### src/rtl/stream_demux4.sv
// Registered 1-to-4 stream demultiplexer with a 2-entry FIFO per output channel.
// Optional per-channel accepted-word counters under `STREAM_DEMUX4_COUNT_EN.
module stream_demux4 #(
    parameter int unsigned WIDTH = 32
) (
    input  logic             clk,
    input  logic             rst,
    input  logic             in_valid,
    output logic             in_ready,
    input  logic [WIDTH-1:0] in_data,
    input  logic [1:0]       in_sel,
    output logic [3:0]       out_valid,
    input  logic [3:0]       out_ready,
    output logic [WIDTH-1:0] out_data0,
    output logic [WIDTH-1:0] out_data1,
    output logic [WIDTH-1:0] out_data2,
    output logic [WIDTH-1:0] out_data3,
    output logic [15:0]      out_cnt0,
    output logic [15:0]      out_cnt1,
    output logic [15:0]      out_cnt2,
    output logic [15:0]      out_cnt3
);

    localparam int unsigned NCH  = 4;
    localparam int unsigned CNTW = 16;

    typedef enum logic [1:0] {
        ST_EMPTY = 2'd0,
        ST_ONE   = 2'd1,
        ST_FULL  = 2'd2
    } occ_t;

    occ_t             r_occ      [NCH];
    occ_t             w_occ_nxt  [NCH];
    logic [WIDTH-1:0] r_head     [NCH];
    logic [WIDTH-1:0] r_tail     [NCH];
    logic [NCH-1:0]   w_push;
    logic [NCH-1:0]   w_pop;

    // Readiness looks only at the addressed channel's registered occupancy.
    assign in_ready = (r_occ[in_sel] != ST_FULL);

    always_comb begin
        w_push = '0;
        w_pop  = '0;
        for (int k = 0; k < NCH; k++) begin
            w_push[k] = in_valid && in_ready && (in_sel == 2'(k));
            w_pop[k]  = (r_occ[k] != ST_EMPTY) && out_ready[k];
        end
    end

    always_comb begin
        for (int k = 0; k < NCH; k++) begin
            w_occ_nxt[k] = r_occ[k];
            case (r_occ[k])
                ST_EMPTY: if (w_push[k]) w_occ_nxt[k] = ST_ONE;
                ST_ONE: begin
                    if (w_push[k] && !w_pop[k])      w_occ_nxt[k] = ST_FULL;
                    else if (w_pop[k] && !w_push[k]) w_occ_nxt[k] = ST_EMPTY;
                end
                ST_FULL:  if (w_pop[k]) w_occ_nxt[k] = ST_ONE;
                default:  w_occ_nxt[k] = ST_EMPTY;
            endcase
        end
    end

    always_ff @(posedge clk) begin
        if (rst) begin
            for (int k = 0; k < NCH; k++) r_occ[k] <= ST_EMPTY;
        end else begin
            for (int k = 0; k < NCH; k++) r_occ[k] <= w_occ_nxt[k];
        end
    end

    // Head is always the oldest word; tail is only meaningful when FULL.
    always_ff @(posedge clk) begin
        if (rst) begin
            for (int k = 0; k < NCH; k++) begin
                r_head[k] <= '0;
                r_tail[k] <= '0;
            end
        end else begin
            for (int k = 0; k < NCH; k++) begin
                case (r_occ[k])
                    ST_EMPTY: if (w_push[k]) r_head[k] <= in_data;
                    ST_ONE: begin
                        if (w_push[k] && w_pop[k]) r_head[k] <= in_data;
                        else if (w_push[k])        r_tail[k] <= in_data;
                    end
                    ST_FULL:  if (w_pop[k]) r_head[k] <= r_tail[k];
                    default:  ;
                endcase
            end
        end
    end

    always_comb begin
        out_valid = '0;
        for (int k = 0; k < NCH; k++) out_valid[k] = (r_occ[k] != ST_EMPTY);
    end

    assign out_data0 = r_head[0];
    assign out_data1 = r_head[1];
    assign out_data2 = r_head[2];
    assign out_data3 = r_head[3];

`ifdef STREAM_DEMUX4_COUNT_EN
    logic [CNTW-1:0] r_cnt [NCH];

    // Saturating push counters.
    always_ff @(posedge clk) begin
        if (rst) begin
            for (int k = 0; k < NCH; k++) r_cnt[k] <= '0;
        end else begin
            for (int k = 0; k < NCH; k++) begin
                if (w_push[k] && (r_cnt[k] != {CNTW{1'b1}}))
                    r_cnt[k] <= r_cnt[k] + CNTW'(1);
            end
        end
    end

    assign out_cnt0 = r_cnt[0];
    assign out_cnt1 = r_cnt[1];
    assign out_cnt2 = r_cnt[2];
    assign out_cnt3 = r_cnt[3];
`else
    assign out_cnt0 = CNTW'(0);
    assign out_cnt1 = CNTW'(0);
    assign out_cnt2 = CNTW'(0);
    assign out_cnt3 = CNTW'(0);
`endif

endmodule

### config.mk
export PLATFORM = sky130hd
export DESIGN_NAME = stream_demux4
export DESIGN_NICKNAME = d
export VERILOG_FILES = /design/src/rtl/stream_demux4.sv
export SDC_FILE = /design/constraint.sdc
export NUM_CORES = 1
export LEC_CHECK = 0
export CAP_MARGIN = 15
export CORE_MARGIN = 10
export CORE_UTILIZATION = 30
export CTS_CLUSTER_SIZE = 10
export DETAILED_ROUTE_END_ITERATION = 6
export PLACE_DENSITY_LB_ADDON = 0.2
export SLEW_MARGIN = 20
export SYNTH_ARGS = -nofsm -noshare
export SYNTH_HDL_FRONTEND = slang
export SYNTH_SLANG_ARGS = --single-unit
### constraint.sdc
create_clock -name clk -period 6.4 [get_ports clk]
set_input_delay 1.28 -clock clk [delete_from_list [all_inputs] [get_ports clk]]
set_output_delay 1.28 -clock clk [all_outputs]
set_load 0.005 [all_outputs]
==> run metrics <==
status complete, no violations; ys flop type edfxtp_1; share of layout cells above drive strength 1 0.0859; post-route ant nets 0; Detail Placement HPWL 19900 µm; clock tree sinks 264; syn_area_per_cell 15.6 µm²; input/output buffers 173; FMAX 0.235 GHz; num rows 70; synth top area cells edfxtp_1 (68%), a22o_1 (10%), and2_1 (7.3%), buf_4 (4.7%), dfxtp_1 (1.4%); Clock transition at path regs 0.06 ns; post-synth top area share 0.683; Starting Density 0.306; Core Box Area 36800 µm²; Async S/R FF share, synth 0; Hold Crit Start r_tail[2][3]$_SDFFCE_PN0P_; via count 6293; Ys Warns 0; first-pass GRT wire length 44200 µm; most frequent cells in the layout edfxtp_1 (256), clkdlybuf4s50_1 (173), and2_1 (132), a22o_1 (128), conb_1 (64); RR Endpoint r_head[0][10]$_SDFFCE_PN0P_; WL/cell 22.2 µm; flop-to-flop setup slack 3.67 ns; hold path depth 1; largest net degree at the start of global routing 34; 1st-iter DRT viols 311; Synth area leader edfxtp_1; Hold EP r_head[2][3]$_SDFFCE_PN0P_; Least-Margin Pin Slew 0.919 ns; Avg Vias per Cell 4.57; Pwr Density 269 nW/µm²; DP Cell Count 1334; Final setup viols 0; Die Span Y 214 µm; Resized Gates After CTS 0; Longest Clk Path Bufs 3; gpl congestion 0.723; RR Startpoint r_occ[0][1]$_SDFFE_PP0P_; Final Power 3.80 mW; final WL 30600 µm; Slowest cell on crit path clkdlybuf4s50_1; Remaining Overflow, GRT 0; final cell count without fillers 1376; cells on worst reg2reg path 7; TritonCTS clock tree built; DRC viols 0; WHS 0.531 ns; TritonCTS buffer count 31; crit path time final 4.26 ns; Worst Clk Skew 0.0188 ns; period utilization 0.665; Final Max Tran Viols 0; Nets 950; leakage power 5.27 nW; I/O pin total 238; total global routing track utilization 0.129; clk_lat worst skew 0.56 ns; # hold bufs at CTS 0; worst min path class flip-flop to flip-flop; Clock Root Buffer clkbuf_16; worst path arrival time 2.98 ns; P&R area growth vs syn 25.7%; Crit Path Category input port to output pin; H-tree levels 1; Die ar. 45700 µm²; worst-path cell chain clkdlybuf4s50_1 > mux4_2 > clkdlybuf4s50_1; Peak VDD IR 0.000173 V; # Post-CTS Setup Buffers 0; #FFs+latches synth 264; crit start category input port; Fin. Hold Viols 0; unrepaired setup endpoints after global routing false; sequential fraction of the synthesis area 0.697; post-synthesis cell type count 42; vias in the first global route 6630; WP data required 5.12 ns; Final TNS setup 0 ns; Post-synth EDFFs 256; Worst Path Max Fanout 8; ANT cells 0; Slew HR 0.387; Crit path top cell by count clkdlybuf4s50_1; Syn Inst Count 721; antenna violations before repair 0; Synth Cell Area 11300 µm²; Die X 214 µm; Max Cap Viol 0; Pre-antenna DRT Iters 6; commonest non-fill, non-tap cell in the layout edfxtp_1; max incr delay on CP 0.69 ns; crit end category output pin
cells in the mapped netlist, types with 4 or more instances:
master,count
or2_2,5
buf_2,8
clkbuf_1,13
nand2_1,8
nor2b_1,5
inv_1,5
o21ai_0,5
dfxtp_1,8
a22o_1,128
nor2_1,11
edfxtp_1,256
buf_4,71
o21bai_1,4
and2_1,132
nand2b_1,4
buf_6,12
a21o_1,4
ha_1,9
layout make-up:
class                   instances  area [µm²]
clock buffers                  35         791
clock inverters                 6        41.3
fillers                      3459       22600
inverters                       5        18.8
multi-input cells             411        3000
flip-flops and latches        264        7850
well taps                     468         586
repair buffers                187        1870
through the flow:
step | instance area (µm²) | setup slack [ns] | util
2_1_floorplan | 11500 | 1.34 | -
3_3_place_gp | 13300 | 2.13 | 0.361
3_5_place_dp | 13300 | 2.11 | 0.361
4_1_cts | 14100 | 2.11 | 0.384
5_1_grt | 14100 | 2.05 | 0.385
6_report | 14100 | 2.14 | 0.385
per-layer routing:
layer	vias up	wire length, µm	track usage
li1	2960	-	-
met1	3103	13200	0.165
met2	204	15000	0.221
met3	26	2050	0.0298
met4	0	322	0.0252
met5	-	0	0
cell families after synthesis:
kind of cell,synth area share
flip-flops,0.697
AND/OR/NAND/NOR,0.105
AO/OA/AOI/OAI,0.116
buffers and inverters,0.0689
adder cells (fa/ha/maj),0.0100
multiplexers,0.00200
other,0.000333
how the worst max path moves through the flow:
stage | from | end | slack (ns) | cells past startpoint
6_report | in_sel[1] | in_ready | 2.14 | 3
3_5_place_dp | in_sel[1] | in_ready | 2.11 | 3
4_1_cts | in_sel[1] | in_ready | 2.11 | 3
2_1_floorplan | in_sel[1] | r_head[0][0]$_SDFFCE_PN0P_ | 1.34 | 6
3_3_place_gp | in_sel[1] | in_ready | 2.13 | 3
5_1_grt | in_sel[1] | in_ready | 2.05 | 3
worst max-delay path: cells and delay by family:
family                 cells  cell delay [ns]
multiplexers               1             0.55
buffers and inverters      2             1.15
where the power goes:
group / total, mW / switching, mW / internal (mW)
sequential: 2.01 / 0.0292 / 1.98
combinational: 0.275 / 0.147 / 0.129
clock: 1.52 / 0.656 / 0.863
total: 3.80 / 0.832 / 2.97
state kept, by name (all words and copies together), names as in the netlist:
signal	cells
r_head	128
r_tail	128
r_occ	8
Note: power is estimated with default switching activity, not from simulation.
